**src/rtl/mdu_if.sv**
```systemverilog
// mdu_if: start/operand/result bundle between the execute stage and mdu_seq.
// master = issuing stage, slave = mdu_seq.
interface mdu_if #(
    parameter int XLEN = 32
);
    logic            start;
    logic [2:0]      op;
    logic [XLEN-1:0] A;
    logic [XLEN-1:0] B;
    logic            busy;
    logic            done;
    logic [XLEN-1:0] MDUResult;
    logic            Zero;
    logic            Sign_Flag;

    modport master (
        output start, op, A, B,
        input  busy, done, MDUResult, Zero, Sign_Flag
    );

    modport slave (
        input  start, op, A, B,
        output busy, done, MDUResult, Zero, Sign_Flag
    );
endinterface

```
**src/rtl/mdu_seq.sv**
```systemverilog
// mdu_seq: iterative RV32M multiply/divide unit (shift-add multiplier,
// restoring divider, XLEN iterations). Result and Zero/Sign_Flag registered.
// Optional build macro MDU_EARLY_OUT_EN: divide by zero, signed overflow and
// multiply by zero bypass CALC and go straight to FIX.
module mdu_seq #(
    parameter int XLEN = 32
) (
    input logic  clk,
    input logic  rst,
    mdu_if.slave bus
);
    localparam int CW = $clog2(XLEN) + 1;

    localparam logic [1:0] IDLE = 2'd0;
    localparam logic [1:0] CALC = 2'd1;
    localparam logic [1:0] FIX  = 2'd2;
    localparam logic [1:0] DONE = 2'd3;

    localparam logic [2:0] OP_MUL    = 3'b000;
    localparam logic [2:0] OP_MULH   = 3'b001;
    localparam logic [2:0] OP_MULHSU = 3'b010;
    localparam logic [2:0] OP_DIV    = 3'b100;
    localparam logic [2:0] OP_REM    = 3'b110;

    localparam logic [XLEN-1:0] MIN_S   = {1'b1, {(XLEN-1){1'b0}}};
    localparam logic [CW-1:0]   LAST_IT = CW'(XLEN - 1);

    logic [1:0]        state_q, state_d;
    logic [2:0]        op_q, op_d;
    logic [XLEN-1:0]   a_q, a_d;
    logic [XLEN-1:0]   mcand_q, mcand_d;   // multiplicand, or divisor magnitude
    logic [2*XLEN-1:0] prod_q, prod_d;     // mul: {hi, multiplier}; div: {rem, quo}
    logic [CW-1:0]     cnt_q, cnt_d;
    logic              sneg_q, sneg_d;     // result (product/quotient) negated
    logic              aneg_q, aneg_d;     // remainder negated
    logic              div0_q, div0_d;
    logic              ovf_q, ovf_d;
    logic              mulz_q, mulz_d;
    logic [XLEN-1:0]   res_q, res_d;
    logic              zero_q, zero_d;
    logic              sign_q, sign_d;

    logic            a_sgn, b_sgn, a_neg, b_neg;
    logic [XLEN-1:0] mag_a, mag_b;
    logic            div0_in, ovf_in, mulz_in;

    // Decode operand signedness and special cases of the incoming request
    always_comb begin
        a_sgn   = (bus.op == OP_MULH) || (bus.op == OP_MULHSU) ||
                  (bus.op == OP_DIV)  || (bus.op == OP_REM);
        b_sgn   = (bus.op == OP_MULH) || (bus.op == OP_DIV) || (bus.op == OP_REM);
        a_neg   = a_sgn & bus.A[XLEN-1];
        b_neg   = b_sgn & bus.B[XLEN-1];
        mag_a   = a_neg ? -bus.A : bus.A;
        mag_b   = b_neg ? -bus.B : bus.B;
        div0_in = bus.op[2] & (bus.B == '0);
        ovf_in  = bus.op[2] & ~bus.op[0] & (bus.A == MIN_S) & (bus.B == '1);
        mulz_in = ~bus.op[2] & ((bus.A == '0) | (bus.B == '0));
    end

    logic [XLEN:0]     mul_sum;
    logic [2*XLEN:0]   div_sh;
    logic [XLEN:0]     div_trial;
    logic [2*XLEN-1:0] mul_step, div_step;

    // One shift-add multiply step and one restoring divide step
    always_comb begin
        mul_sum   = {1'b0, prod_q[2*XLEN-1:XLEN]} +
                    (prod_q[0] ? {1'b0, mcand_q} : '0);
        mul_step  = {mul_sum, prod_q[XLEN-1:1]};
        div_sh    = {prod_q, 1'b0};
        div_trial = div_sh[2*XLEN:XLEN] - {1'b0, mcand_q};
        if (!div_trial[XLEN])
            div_step = {div_trial[XLEN-1:0], div_sh[XLEN-1:1], 1'b1};
        else
            div_step = div_sh[2*XLEN-1:0];
    end

    logic [2*XLEN-1:0] prod_fix;
    logic [XLEN-1:0]   quo_fix, rem_fix, fix_res;

    // Sign correction, special-case override and result selection
    always_comb begin
        prod_fix = sneg_q ? -prod_q : prod_q;
        quo_fix  = sneg_q ? -prod_q[XLEN-1:0] : prod_q[XLEN-1:0];
        rem_fix  = aneg_q ? -prod_q[2*XLEN-1:XLEN] : prod_q[2*XLEN-1:XLEN];
        fix_res  = '0;
        case (op_q)
            3'b000:                 fix_res = mulz_q ? '0 : prod_fix[XLEN-1:0];
            3'b001, 3'b010, 3'b011: fix_res = mulz_q ? '0 : prod_fix[2*XLEN-1:XLEN];
            3'b100, 3'b101:         fix_res = div0_q ? '1 : (ovf_q ? a_q : quo_fix);
            default:                fix_res = div0_q ? a_q : (ovf_q ? '0 : rem_fix);
        endcase
    end

    // Next-state logic: accept, iterate, fix up, report
    always_comb begin
        state_d = state_q;
        op_d    = op_q;
        a_d     = a_q;
        mcand_d = mcand_q;
        prod_d  = prod_q;
        cnt_d   = cnt_q;
        sneg_d  = sneg_q;
        aneg_d  = aneg_q;
        div0_d  = div0_q;
        ovf_d   = ovf_q;
        mulz_d  = mulz_q;
        res_d   = res_q;
        zero_d  = zero_q;
        sign_d  = sign_q;
        case (state_q)
            IDLE, DONE: begin
                if (bus.start) begin
                    op_d    = bus.op;
                    a_d     = bus.A;
                    mcand_d = bus.op[2] ? mag_b : mag_a;
                    prod_d  = {{XLEN{1'b0}}, (bus.op[2] ? mag_a : mag_b)};
                    cnt_d   = '0;
                    sneg_d  = a_neg ^ b_neg;
                    aneg_d  = a_neg;
                    div0_d  = div0_in;
                    ovf_d   = ovf_in;
                    mulz_d  = mulz_in;
`ifdef MDU_EARLY_OUT_EN
                    state_d = (div0_in | ovf_in | mulz_in) ? FIX : CALC;
`else
                    state_d = CALC;
`endif
                end else begin
                    state_d = IDLE;
                end
            end
            CALC: begin
                cnt_d  = cnt_q + CW'(1);
                prod_d = op_q[2] ? div_step : mul_step;
                if (cnt_q == LAST_IT)
                    state_d = FIX;
            end
            FIX: begin
                res_d   = fix_res;
                zero_d  = (fix_res == '0);
                sign_d  = fix_res[XLEN-1];
                state_d = DONE;
            end
            default: state_d = IDLE;
        endcase
    end

    // State and datapath registers with synchronous reset
    always_ff @(posedge clk) begin
        if (rst) begin
            state_q <= IDLE;
            op_q    <= '0;
            a_q     <= '0;
            mcand_q <= '0;
            prod_q  <= '0;
            cnt_q   <= '0;
            sneg_q  <= 1'b0;
            aneg_q  <= 1'b0;
            div0_q  <= 1'b0;
            ovf_q   <= 1'b0;
            mulz_q  <= 1'b0;
            res_q   <= '0;
            zero_q  <= 1'b1;
            sign_q  <= 1'b0;
        end else begin
            state_q <= state_d;
            op_q    <= op_d;
            a_q     <= a_d;
            mcand_q <= mcand_d;
            prod_q  <= prod_d;
            cnt_q   <= cnt_d;
            sneg_q  <= sneg_d;
            aneg_q  <= aneg_d;
            div0_q  <= div0_d;
            ovf_q   <= ovf_d;
            mulz_q  <= mulz_d;
            res_q   <= res_d;
            zero_q  <= zero_d;
            sign_q  <= sign_d;
        end
    end

    assign bus.busy      = (state_q == CALC) || (state_q == FIX);
    assign bus.done      = (state_q == DONE);
    assign bus.MDUResult = res_q;
    assign bus.Zero      = zero_q;
    assign bus.Sign_Flag = sign_q;
endmodule
```
**src/flat_wrapper.sv**
```systemverilog
// flat-port wrapper written by rule: the top's interface ports become plain ports
module mdu_seq_flat 
#(
    parameter int XLEN = 32
)
  (clk, rst, bus_start, bus_op, bus_A, bus_B, bus_busy, bus_done, bus_MDUResult, bus_Zero, bus_Sign_Flag);
  mdu_if #(.XLEN(XLEN)) bus_i ();
  input logic clk;
  input logic rst;
  input wire logic [$bits(bus_i.start)-1:0] bus_start;
  input wire logic [$bits(bus_i.op)-1:0] bus_op;
  input wire logic [$bits(bus_i.A)-1:0] bus_A;
  input wire logic [$bits(bus_i.B)-1:0] bus_B;
  output wire logic [$bits(bus_i.busy)-1:0] bus_busy;
  output wire logic [$bits(bus_i.done)-1:0] bus_done;
  output wire logic [$bits(bus_i.MDUResult)-1:0] bus_MDUResult;
  output wire logic [$bits(bus_i.Zero)-1:0] bus_Zero;
  output wire logic [$bits(bus_i.Sign_Flag)-1:0] bus_Sign_Flag;
  assign bus_i.start = bus_start;
  assign bus_i.op = bus_op;
  assign bus_i.A = bus_A;
  assign bus_i.B = bus_B;
  assign bus_busy = bus_i.busy;
  assign bus_done = bus_i.done;
  assign bus_MDUResult = bus_i.MDUResult;
  assign bus_Zero = bus_i.Zero;
  assign bus_Sign_Flag = bus_i.Sign_Flag;
  mdu_seq #(.XLEN(XLEN)) u_core (.clk(clk), .rst(rst), .bus(bus_i));
endmodule
```
**config.mk**
```make
export PLATFORM = sky130hd
export DESIGN_NAME = mdu_seq_flat
export DESIGN_NICKNAME = d
export VERILOG_FILES = /design/src/rtl/mdu_if.sv /design/src/rtl/mdu_seq.sv /design/src/flat_wrapper.sv
export SDC_FILE = /design/constraint.sdc
export NUM_CORES = 1
export LEC_CHECK = 0
export CELL_PAD_IN_SITES_DETAIL_PLACEMENT = 1
export CELL_PAD_IN_SITES_GLOBAL_PLACEMENT = 1
export CORE_UTILIZATION = 45
export DETAILED_ROUTE_END_ITERATION = 10
export GPL_TIMING_DRIVEN = 0
export PLACE_DENSITY_LB_ADDON = 0.12
export SYNTH_ARGS = -nofsm -noshare
export SYNTH_HDL_FRONTEND = slang
export SYNTH_SLANG_ARGS = --single-unit
```
**constraint.sdc**
```tcl
create_clock -name clk -period 5.05 [get_ports clk]
set_clock_uncertainty 0.2 [all_clocks]
set_input_delay 1.515 -clock clk [delete_from_list [all_inputs] [get_ports clk]]
set_output_delay 1.515 -clock clk [all_outputs]
set_load 0.05 [all_outputs]
```
Word level (Yosys, flattened, before mapping). Cells that the tools add are included.

Shift operators: 0. $add $sub $neg: 8. Equal/unequal tests: 17. Bitwise operators: 11. Reductions and logical operators: 17. Div/mod/pow operators: 0. $lt $le $gt $ge: 0. Multipliers: 0. Mux-type cells: 24.

Operator list (count): $mux W32 (13); $mux W64 (4); $neg A32 Y32 (4); $pmux W64 S2 (1); $logic_not A32 Y1 (3); $pmux W32 S3 (1); $eq A32 B32 Y1 const B (2); $neg A64 Y64 (1); $add A32 B33 Y33 (1); $sub A33 B32 Y33 (1); $eq A3 B3 Y1 const B (4); $pmux W6 S2 (1); $eq A3 B2 Y1 const B (3); $and A1 B1 Y1 (7); $add A6 B1 Y6 const B (1); $eq A3 B1 Y1 const B (2); $eq A6 B5 Y1 const B (1); $logic_or A1 B1 Y1 (6); $mux W6 (1); $pmux W2 S3 (1); $eq A2 B2 Y1 const B (2); $reduce_and A2 Y1 (2); $reduce_or A2 Y1 (2); $logic_not A3 Y1 (1); other kinds (11) (12).

Output and inout bits: 36. Memory bits (read-only): 0. Latch bits: 0. Register bits: 178. Input port bits: 70. Memories: 0. Bits in writable memories: 0. Word-level logic and storage cells: 91.

Longest topological paths before layout. Gate-level depths: netlist of run 1.

Depth after elaboration: 9. Mapped depth: 16. Mapped depth without buffers: 14.

Worst setup path after synthesis of run 1. OpenSTA, ideal clock, no wires.

Path type: input -> register. From: in bus_B[0]. To: reg u_core.prod_q[26]. Library setup time: 0.078 ns. Cell stages on the path: 12. Buffers on the path: 0. Required time: 4.772 ns. Data arrival time: 4.051 ns. Path slack: 0.721 ns. Path through: inv_1 > ha_1 > or4b_2 > nor3_1 > nand3_1 > nor3_1 > a21oi_1 > xor2_1 > nor2_1 > a211oi_1 > a211oi_1 > nor3_1.

Word-level cells in the longest chain between the ends: 5.

Ends and longest elaborated chain: start, declared (RTL line flat_wrapper.sv:13) `input wire logic [$bits(bus_i.B)-1:0] bus_B;`; $neg A32 Y32 (RTL line mdu_seq.sv:55) `mag_b = b_neg ? -bus.B : bus.B;`; $mux W32 (RTL line mdu_seq.sv:55); $mux W32 (RTL line mdu_seq.sv:118) `prod_d = {{XLEN{1'b0}}, (bus.op[2] ? mag_a : mag_b)};`; $mux W64 (RTL line mdu_seq.sv:114) `if (bus.start) begin`; $pmux W64 S2 (RTL line mdu_seq.sv:112) `case (state_q)`; end signal, assigned (RTL line mdu_seq.sv:172) `prod_q <= prod_d;`; end, declared (RTL line mdu_seq.sv:32) `logic [2*XLEN-1:0] prod_q, prod_d;`.

No other way between the ends. The select of a mux whose other input is x is not followed. A chain may end at the register's enable or synchronous reset.

Final worst setup path of run 1.
From: reg u_core.prod_q[0]. To: reg u_core.prod_q[57].

Word-level cells in the longest chain between the ends: 4.

Ends and longest elaborated chain: $mux W32 (RTL line mdu_seq.sv:69) `(prod_q[0] ? {1'b0, mcand_q} : '0);`; $add A32 B33 Y33 (RTL line mdu_seq.sv:68) `mul_sum = {1'b0, prod_q[2*XLEN-1:XLEN]} +`; $mux W64 (RTL line mdu_seq.sv:136) `prod_d = op_q[2] ? div_step : mul_step;`; $pmux W64 S2 (RTL line mdu_seq.sv:112).

No other way between the ends.

==> impl_metrics.py, run 1 <==
metrics = {
    "clock_network": {
        "clock-root-buffer": "clkbuf_16",
        "cts-buffers-inserted": 17,
        "tritoncts_clock_tree": "done",
        "cts_setup_buffers": 0,
        "cts_htree_levels": 4,
        "clk_pin_slew_ns": 0.08,
        "tritoncts_num_sinks": 177,
        "post_cts_hold_buffer_count": 0,
        "clk_path_buf_depth": 2,
        "clk-insertion-delay-late_ns": 0.49,
    },
    "yosys": {
        "synth.most_common_cell": "nor2_1",
        "post_synth_mux_area_share_pct": 6.65,
        "netlist_area_um2": 16500,
        "synth_simple_gate_area_share_pct": 23.0,
        "synth_fp_nets": 2457,
        "ys_dominant_reg_cell": "dfxtp_1",
        "yosys.area_share.adder_pct": 5.77,
        "sequential_element_share_of_the_synthesized_area_pct": 21.5,
        "yosysTopAreaCellShare_pct": 21.5,
        "asyncSetResetFlopFracSynth_pct": 0,
        "synth.avg_cell_area_um2": 7.14,
        "synth-xor-area-share_pct": 9.60,
        "synthCells": 2312,
        "ys_ff_latch": 177,
        "synth.largest_area_cell": "dfxtp_1",
        "number_of_flops_mapped_to_enable_cells_by_yosys": 0,
        "dominant_combinational_cell_family_by_area_after_synthesis": "compound AO/OA/AOI/OAI gates",
        "synth-compound-area-share_pct": 27.6,
        "netlist-cell-type-count": 89,
        "warnings_from_yosys": 0,
        "synth.top_cells.by_count": "nor2_1 (275), nand2_1 (254), a21oi_1 (213), dfxtp_1 (177), clkbuf_1 (154)",
        "yosys-top-cells-area": "dfxtp_1 (21%), a21oi_1 (6.5%), nor2_1 (6.3%)",
    },
    "setup_path": {
        "worst_ep_arrival_time_ns": 5.13,
        "timing.critical_path.required_ns": 5.22,
        "reg2reg_to": "u_core.prod_q[57]",
        "critPathKind": "flop to flop",
        "worst-path-max-fanout": 10,
        "critical_path.reg2reg.startpoint": "u_core.prod_q[0]",
        "cp-end-kind": "flop",
        "worst_setup_path_start_kind": "flop",
        "r2r_cells": 13,
        "setup.reg_to_reg.worst_slack_ns": 0.09,
    },
    "final_layout": {
        "fraction_of_layout_cells_with_a_size_suffix_above_1_pct": 4.17,
        "area.growth.synth_to_final_pct": 13.7,
        "layout.area.seq_um2": 3540,
        "final_core_util_pct": 52.4,
        "fill_cell_total_of_the_finished_layout": 4646,
        "area_taken_by_multi_input_logic_gates_um2": 12100,
        "layout.nets": 2579,
    },
    "global_route": {
        "grtUsageTotal_pct": 43.8,
        "initial_antenna_violation_count": 1,
        "grt_pass1_wl_mm": 124,
        "grt-busiest-layer": "met2",
        "grt_start_max_net_pins": 18,
        "vias_in_the_first_global_route": 19400,
        "grtUsageMet3_pct": 9.83,
        "met1_usage_pct": 54.7,
        "globalRouteMet2Util_pct": 67.2,
        "overflow": 0,
    },
    "pwr": {
        "power.static_leakage_nw": 7.08,
        "max-vdd-ir-drop_uv": 332,
        "power_density_nw_per_um2": 504,
    },
    "placement": {
        "io_buffer_count": 103,
        "dp.final_hpwl_mm": 67.2,
        "routability_congestion_estimate": 1.09,
    },
    "run_status": {
        "failed_checks": "design-rule violations",
        "run_status": "finished with violations",
    },
    "timing": {
        "final.period_utilization_pct": 98.3,
        "finalHoldViolations": 0,
        "min_period_ns": 4.96,
        "slew_headroom_pct": 13.1,
        "maxSlewViolCount": 0,
        "timing.final.setup_violations": 0,
        "max_freq_ghz": 0.201,
        "grt_setup_unrepaired": "no",
        "final.setup.tns_ns": 0,
        "worst_pin_slew_ns": 1.30,
    },
    "worst_hold_path": {
        "timing.hold.worst_endpoint": "u_core.mcand_q[9]",
        "holdCritStartpoint": "u_core.mcand_q[9]",
        "timing.hold.worst.class": "flop to flop",
        "hold-path-cell-count": 2,
    },
    "floorplanning": {
        "num_io_pins": 106,
        "fp.dieArea_um2": 37500,
        "die_h_um": 194,
        "start_util_pct": 46.1,
        "floorplan.die.width_um": 194,
        "core_area_um2": 35800,
        "placementRows": 69,
    },
    "detailed_routing": {
        "routed_via_density": 6.75,
        "final_antenna_net_count": 0,
        "detail_route.wl_per_cell_um": 28.8,
        "detailroute.via_count": 19600,
        "first_iter_violations": 2077,
        "drc_errors": 2,
        "drt_total_wl_mm": 83.7,
        "first_pass_iters": 9,
    },
    "flow_run": {
        "maxCapViolCount": 0,
    },
}
kinds of logic (layout without fill, tap and decap cells):
kind of cell,count (synthesis),count (layout)
AND/OR/NAND/NOR,823,823
flip-flops,177,177
AO/OA/AOI/OAI,698,698
XOR/XNOR,181,181
other,0,1
buffers and inverters,251,386
multiplexers,107,107
adder cells (fa/ha/maj),75,75
final cells by class:
cell class | count | area share (%)
clock buffers | 18 | 2.34
diodes | 1 | 0.0133
plain buffers | 183 | 3.83
multi-input cells | 1884 | 64.3
flip-flops and latches | 177 | 18.9
repair buffers | 103 | 5.49
clock inverters | 14 | 0.760
well taps | 461 | 3.07
inverters | 68 | 1.36
how the worst max path moves through the flow:
stage	cells after the start	slack (ns)	endpoint	startpoint
CTS	13	0.02	u_core.prod_q[28]	bus_B[0]
detailed placement	13	-1.02	u_core.prod_q[30]	bus_B[0]
floorplan	12	0.72	u_core.prod_q[26]	bus_B[0]
finish	13	0.09	u_core.prod_q[57]	u_core.prod_q[0]
global route	13	0.0007	u_core.prod_q[30]	bus_B[0]
global placement	13	-0.86	u_core.prod_q[30]	bus_B[0]
state kept, by name, summed over array words and instances, names as in the netlist:
name                  flops
u_core.div0_q             1
u_core.aneg_q             1
u_core.cnt_q              6
u_core.bus.Sign_Flag      1
u_core.op_q               3
u_core.sneg_q             1
u_core.state_q            2
u_core.mcand_q           32
u_core.ovf_q              1
u_core.mulz_q             1
u_core.bus.MDUResult     31
u_core.a_q               32
u_core.bus.Zero           1
u_core.prod_q            64
power by group:
| part | internal, W | switching (W) | total (W) |
|---|---|---|---|
| logic | 0.00186 | 0.00405 | 0.00591 |
| clock network | 0.000709 | 0.000689 | 0.00140 |
| registers | 0.00172 | 0.000438 | 0.00216 |
| total | 0.00429 | 0.00518 | 0.00947 |
through the flow:
step,instances,hold WS (ns),power [W],setup WS [ns],area [um^2]
after floorplan,2312,0.232,0.00562,0.721,16500
after global placement,2876,0.242,0.00760,-0.859,18100
after detailed placement,2876,0.253,0.00776,-1.02,18100
after CTS,2908,0.261,0.00917,0.0227,18700
after global routing,2908,0.289,0.00975,0.000736,18800
final,2909,0.256,0.00947,0.0863,18800
critical path: stages (launching register included):
cell	delay (ns)
dfxtp_1	0.48
inv_1	0.21
clkbuf_1	0.47
nor2_1	0.12
ha_1	0.28
o31ai_1	0.55
a221oi_1	0.25
o211ai_1	0.46
a21oi_1	0.24
o41ai_1	0.76
o21ai_0	0.22
xnor2_1	0.24
mux2i_1	0.11
a22o_1	0.23
repair_timing:
item / CTS / global route
hold endpoints to repair: 0 / 0
setup endpoints to repair: 6 / 28
resized for setup: 3 / 15
placed cells by master (no fill, tap or decap), types with 26 or more instances in the layout:
cell type / count
nor2_1: 274
nand2_1: 254
a21oi_1: 213
dfxtp_1: 177
clkbuf_1: 153
o21ai_0: 120
clkdlybuf4s50_1: 103
xor2_1: 95
xnor2_1: 86
mux2i_1: 85
ha_1: 73
nor3_1: 71
a211oi_1: 69
inv_1: 65
a21o_1: 42
nand3_1: 31
o31ai_1: 31
nand4_1: 31
nor4_1: 29
or3_1: 26
metal layers:
layer / up-vias / wire [um] / part of all wire [%]
li1: 8646 / - / -
met1: 9627 / 33100 / 39
met2: 1082 / 36000 / 43
met3: 271 / 8450 / 10
met4: 0 / 6170 / 7.4
met5: - / 0 / 0
No activity file was read; power rests on OpenSTA's default activity.
==> run 2, diff against run 1 <==
--- a/config.mk
+++ b/config.mk
@@ -7,9 +7,10 @@
 export LEC_CHECK = 0
 export CELL_PAD_IN_SITES_DETAIL_PLACEMENT = 1
 export CELL_PAD_IN_SITES_GLOBAL_PLACEMENT = 1
+export CORE_MARGIN = 8
 export CORE_UTILIZATION = 45
 export DETAILED_ROUTE_END_ITERATION = 10
-export GPL_TIMING_DRIVEN = 0
+export HOLD_SLACK_MARGIN = 0.02
 export PLACE_DENSITY_LB_ADDON = 0.12
 export SYNTH_ARGS = -nofsm -noshare
 export SYNTH_HDL_FRONTEND = slang
==> run 2 against run 1 <==
  * The run now ends clean
  * First-iteration DRC count down 12%
  * Cell count down 3.0%
  * Total power down 2.0%
  * Global-route usage down 9.9 points
  * Clock power about the same
  * Largest cell class unchanged
==> impl_metrics.py, run 2 (synthesis gave the netlist of run 1 again) <==
metrics = {
    "run_status": {
        "run_status": "finished clean",
    },
    "setup_path": {
        "cp_common_cell": "nor4_1",
        "critical_path.reg2reg.startpoint": "u_core.prod_q[40]",
        "critical-path-slowest-cell": "nor4_1",
        "setup.reg_to_reg.worst_slack_ns": 0.33,
        "slowest_delay_ns": 0.81,
        "critPathKind": "flop to flop",
        "worst_setup_path_start_kind": "flop",
        "top_cell_family_by_delay_on_the_critical_path": "simple AND/OR/NAND/NOR gates",
        "worst-path-max-fanout": 12,
        "critical_path_cell_by_cell": "nor4_1 > nor4bb_1 > nand4_1 > nor4_1 > or3_1 > a31oi_1 > nand4b_1 > or4_1 > nor4_1 > a31o_1",
        "r2r_cells": 10,
        "worst_ep_arrival_time_ns": 4.92,
        "worst-path-buf-inv": 0,
        "timing.critical_path.required_ns": 5.25,
        "reg2reg_to": "u_core.bus.Zero",
        "cp-end-kind": "flop",
    },
    "worst_hold_path": {
        "holdCritStartpoint": "u_core.bus.MDUResult[15]",
        "hold-path-cell-count": 2,
        "timing.hold.worst_endpoint": "u_core.bus.MDUResult[15]",
        "timing.hold.worst.class": "flop to flop",
    },
    "final_layout": {
        "largest_register_ff_count": 64,
        "non_filler_cell_area_final_um2": 18800,
        "most_frequent_cells_in_the_layout": "nor2_1 (274), nand2_1 (253), a21oi_1 (212)",
        "area.growth.synth_to_final_pct": 13.7,
        "final_core_util_pct": 51.6,
        "layout.nets": 2487,
        "top_regs": "u_core.prod_q: 64 flops, u_core.a_q: 32 flops, u_core.mcand_q: 32 flops",
        "fill_cell_total_of_the_finished_layout": 4645,
        "antenna-diode-count": 0,
        "top_register": "u_core.prod_q",
        "mostFrequentLayoutCell": "nor2_1",
        "fraction_of_layout_cells_with_a_size_suffix_above_1_pct": 7.69,
    },
    "floorplanning": {
        "die_h_um": 208,
        "num_io_pins": 106,
        "core_area_um2": 36300,
        "fp.dieArea_um2": 43100,
        "placementRows": 70,
        "floorplan.die.width_um": 208,
        "start_util_pct": 45.4,
    },
    "timing": {
        "max_freq_ghz": 0.212,
        "timing.final.setup_violations": 0,
        "slew_headroom_pct": 18.7,
        "maxSlewViolCount": 0,
        "worst_pin_slew_ns": 1.21,
        "min_period_ns": 4.72,
        "final.setup.tns_ns": 0,
        "final.period_utilization_pct": 93.4,
        "finalHoldViolations": 0,
        "grt_setup_unrepaired": "no",
    },
    "detailed_routing": {
        "final_antenna_net_count": 0,
        "first_pass_iters": 6,
        "drt_total_wl_mm": 75.4,
        "drc_errors": 0,
        "detailroute.via_count": 18500,
        "first_iter_violations": 1819,
        "routed_via_density": 6.56,
        "detail_route.wl_per_cell_um": 26.7,
    },
    "global_route": {
        "grt_pass1_wl_mm": 115,
        "initial_antenna_violation_count": 0,
        "overflow": 0,
        "grt_start_max_net_pins": 76,
        "grtUsageTotal_pct": 33.9,
        "vias_in_the_first_global_route": 18700,
    },
    "flow_run": {
        "maxCapViolCount": 0,
    },
    "clock_network": {
        "clk-insertion-delay-late_ns": 0.47,
        "tritoncts_num_sinks": 177,
        "cts-buffers-inserted": 17,
        "post_cts_resize_count": 0,
        "cts_setup_buffers": 0,
        "clk_pin_slew_ns": 0.08,
        "cts_htree_levels": 4,
        "post_cts_hold_buffer_count": 0,
        "clock-root-buffer": "clkbuf_16",
        "tritoncts_clock_tree": "done",
        "clk_path_buf_depth": 2,
    },
    "placement": {
        "routability_congestion_estimate": 1.07,
        "dp.final_hpwl_mm": 58.5,
        "dpl_cell_area_um2": 18200,
        "io_buffer_count": 105,
    },
    "pwr": {
        "power_density_nw_per_um2": 494,
        "max-vdd-ir-drop_uv": 362,
        "power.static_leakage_nw": 7.26,
    },
}
run 2: cell types whose count changed in the layout (fill, tap and decap cells not counted), moves of 3 or more:
cell      delta
buf_4       +87
clkbuf_1   -153
clkbuf_2     -3
a211oi_1     +3
buf_1       -19
a211oi_2     -3
clkinv_4     -3
buf_2        -3
clkinv_8     +6
run 2: stage by stage:
step / std cells / setup WS (ns) / hold slack [ns] / power [W]
after floorplan: 2312 / 0.721 / 0.232 / 0.00562
after global placement: 2791 / 0.164 / 0.244 / 0.00757
after detailed placement: 2791 / 0.0841 / 0.264 / 0.00769
after CTS: 2823 / 0.483 / 0.276 / 0.00912
after global routing: 2823 / 0.190 / 0.285 / 0.00968
final: 2823 / 0.331 / 0.270 / 0.00928
run 2: cell type report:
cell class              instances  area, um^2  share of cell area, %
multi-input cells            1884       12000                   64.2
flip-flops and latches        177        3540                   18.9
repair buffers                194        1720                   9.18
well taps                     468         586                   3.12
clock buffers                  18         439                   2.34
inverters                      68         255                   1.36
clock inverters                14         180                  0.960
run 2: where the power goes:
group | leakage (nW) | switching, W | internal, W
Sequential | 1.45 | 0.000586 | 0.00172
Combinational | 5.52 | 0.00366 | 0.00189
Clock | 0.300 | 0.000732 | 0.000690
run 2: worst max-delay path by stage:
stage	end	slack [ns]	depth (start not counted)	start
global placement	u_core.prod_q[27]	0.16	12	bus_A[12]
finish	u_core.bus.Zero	0.33	10	u_core.prod_q[40]
CTS	u_core.bus.Zero	0.48	11	u_core.prod_q[39]
global route	u_core.bus.Zero	0.19	11	u_core.prod_q[39]
floorplan	u_core.prod_q[26]	0.72	12	bus_B[0]
detailed placement	u_core.prod_q[27]	0.08	12	bus_A[12]
run 2: worst register-to-register path, cell delays in order (launching register included):
cell and delay [ns]:
dfxtp_1 0.55, nor4_1 0.81, nor4bb_1 0.71, nand4_1 0.39, nor4_1 0.35, or3_1 0.17
a31oi_1 0.22, nand4b_1 0.27, or4_1 0.43, nor4_1 0.36, a31o_1 0.20
run 2: layer usage:
layer	vias to the layer above	track usage, %	wire length (um)
met2	840	52.5	32900
li1	8445	-	-
met1	9059	44.5	32100
met5	-	0	0
met3	171	6.23	6210
met4	0	17.8	4160
==> run 3, diff against run 2 <==
--- a/config.mk
+++ b/config.mk
@@ -7,7 +7,7 @@
 export LEC_CHECK = 0
 export CELL_PAD_IN_SITES_DETAIL_PLACEMENT = 1
 export CELL_PAD_IN_SITES_GLOBAL_PLACEMENT = 1
-export CORE_MARGIN = 8
+export CORE_MARGIN = 2
 export CORE_UTILIZATION = 45
 export DETAILED_ROUTE_END_ITERATION = 10
 export HOLD_SLACK_MARGIN = 0.02
==> run 3 against run 2 <==
  * Maximum frequency increased by 1.6%
  * First-iteration DRC count decreased by 8.5%
  * Via count decreased by 0.39%
  * Largest cell class unchanged
==> impl_metrics.py, run 3 (synthesis gave the netlist of run 1 again) <==
metrics = {
    "run_status": {
        "run_status": "finished clean",
    },
    "timing": {
        "final.setup.tns_ns": 0,
        "maxSlewViolCount": 0,
        "slew_headroom_pct": 25.2,
        "timing.final.setup_violations": 0,
        "final.period_utilization_pct": 91.9,
        "max_freq_ghz": 0.215,
        "min_period_ns": 4.64,
        "grt_setup_unrepaired": "no",
        "finalHoldViolations": 0,
        "worst_pin_slew_ns": 1.12,
    },
    "final_layout": {
        "most_frequent_cells_in_the_layout": "nor2_1 (274), nand2_1 (253), a21oi_1 (212)",
        "fraction_of_layout_cells_with_a_size_suffix_above_1_pct": 7.84,
        "area.growth.synth_to_final_pct": 14.0,
        "top_register": "u_core.prod_q",
        "antenna-diode-count": 0,
        "mostFrequentLayoutCell": "nor2_1",
        "top_regs": "u_core.prod_q: 64 flops, u_core.a_q: 32 flops, u_core.mcand_q: 32 flops",
        "largest_register_ff_count": 64,
        "layoutNonFillerInstCount": 2828,
        "layout.nets": 2492,
    },
    "placement": {
        "place_inst": 2796,
        "io_buffer_count": 105,
        "dp.final_hpwl_mm": 56.8,
        "routability_congestion_estimate": 1.04,
    },
    "floorplanning": {
        "placementRows": 70,
        "core_area_um2": 36300,
        "start_util_pct": 45.4,
        "num_io_pins": 106,
        "fp.dieArea_um2": 38200,
        "floorplan.die.width_um": 196,
        "die_h_um": 196,
    },
    "setup_path": {
        "worst-path-buf-inv": 4,
        "worst-path-max-fanout": 15,
        "critical_path.reg2reg.startpoint": "u_core.prod_q[31]",
        "critical_path_cell_by_cell": "inv_1 > ha_1 > inv_1 > fa_1 > a211o_1 > a21oi_1 > o21ai_0 > a21oi_1 > buf_4 > o31a_1 > o21ai_0 > xor2_4 > buf_12 > mux2i_1 > nand2_1 > a32o_1",
        "setup.reg_to_reg.worst_slack_ns": 0.41,
        "slowest_delay_ns": 0.56,
        "worst_ep_arrival_time_ns": 4.81,
        "worst_setup_path_start_kind": "flop",
        "critical-path-slowest-cell": "dfxtp_1",
        "reg2reg_to": "u_core.prod_q[54]",
        "cp-end-kind": "flop",
        "timing.critical_path.required_ns": 5.22,
        "top_cell_family_by_delay_on_the_critical_path": "compound AO/OA/AOI/OAI gates",
        "critPathKind": "flop to flop",
        "r2r_cells": 16,
    },
    "global_route": {
        "grtUsageTotal_pct": 38.8,
        "grt_start_max_net_pins": 86,
        "grt_pass1_wl_mm": 113,
        "overflow": 0,
        "initial_antenna_violation_count": 1,
        "vias_in_the_first_global_route": 18200,
    },
    "clock_network": {
        "post_cts_hold_buffer_count": 0,
        "clk_pin_slew_ns": 0.08,
        "clk_path_buf_depth": 2,
        "tritoncts_num_sinks": 177,
        "cts-buffers-inserted": 17,
        "tritoncts_clock_tree": "done",
        "post_cts_resize_count": 0,
        "cts_setup_buffers": 0,
        "clock-root-buffer": "clkbuf_16",
        "clk-insertion-delay-late_ns": 0.48,
        "cts_htree_levels": 4,
    },
    "flow_run": {
        "maxCapViolCount": 0,
    },
    "pwr": {
        "cell_internal_pwr_w": 0.00440,
        "pwr-share-seq_pct": 24.1,
        "max-vdd-ir-drop_uv": 324,
        "combPwrFrac_pct": 60.3,
        "proportion_of_power_drawn_by_the_clock_network_pct": 15.5,
        "power.static_leakage_nw": 7.29,
        "power_density_nw_per_um2": 496,
        "power.share.switching_pct": 52.9,
        "switchingPower_w": 0.00494,
    },
    "detailed_routing": {
        "drc_errors": 0,
        "first_iter_violations": 1665,
        "first_pass_iters": 5,
        "drt_total_wl_mm": 74.6,
        "final_antenna_net_count": 0,
        "detail_route.wl_per_cell_um": 26.4,
        "detailroute.via_count": 18400,
        "routed_via_density": 6.52,
    },
    "worst_hold_path": {
        "holdCritStartpoint": "u_core.mcand_q[4]",
        "timing.hold.worst.class": "flop to flop",
        "hold-path-cell-count": 2,
        "timing.hold.worst_endpoint": "u_core.mcand_q[4]",
    },
}
run 3: worst max path at each step:
stage	start	to	slack, ns	depth (start not counted)
floorplan	bus_B[0]	u_core.prod_q[26]	0.72	12
global placement	bus_A[12]	u_core.prod_q[27]	0.12	12
detailed placement	bus_A[12]	u_core.prod_q[27]	0.05	12
CTS	u_core.prod_q[31]	u_core.prod_q[54]	0.44	16
global route	u_core.prod_q[31]	u_core.prod_q[54]	0.17	16
finish	u_core.prod_q[31]	u_core.prod_q[54]	0.41	16
run 3: stage by stage:
stage	hold WS [ns]	util [%]	cell area, um^2	total power [W]	setup slack [ns]
global placement	0.239	50.1	18200	0.00760	0.117
detailed placement	0.248	50.1	18200	0.00771	0.0545
global route	0.292	51.8	18800	0.00978	0.165
floorplan	0.232	-	16500	0.00562	0.721
CTS	0.259	51.8	18800	0.00918	0.444
finish	0.252	51.8	18800	0.00934	0.408
run 3: worst register-to-register path, cell delays in order (launching register included):
cell and delay (ns):
dfxtp_1 0.56, inv_1 0.17, ha_1 0.25, inv_1 0.08
fa_1 0.25, a211o_1 0.21, a21oi_1 0.11, o21ai_0 0.39
a21oi_1 0.12, buf_4 0.18, o31a_1 0.33, o21ai_0 0.46
xor2_4 0.44, buf_12 0.23, mux2i_1 0.20, nand2_1 0.08
a32o_1 0.29
run 3: final cells by class:
class,count,area (um^2)
Clock buffer,17,425
Clock inverter,15,195
Fill cell,4683,17500
Inverter,68,255
Multi-Input combinational cell,1884,12000
Sequential cell,177,3540
Tap cell,468,586
Timing Repair Buffer,199,1770
run 3: power by group through the flow:
stage	clock network [W]	logic [W]	registers (W)
global placement	0	0.00537	0.00223
finish	0.00145	0.00563	0.00225
floorplan	0	0.00349	0.00213
detailed placement	0	0.00547	0.00224
global route	0.00151	0.00600	0.00227
CTS	0.00147	0.00550	0.00221
run 3: per-layer routing:
layer	vias up	part of all wire (%)	global-route usage, %
li1	8437	-	-
met1	9059	43	51.2
met2	781	44	59.7
met3	165	8.3	8.27
met4	0	5.4	20.0
met5	-	0	0
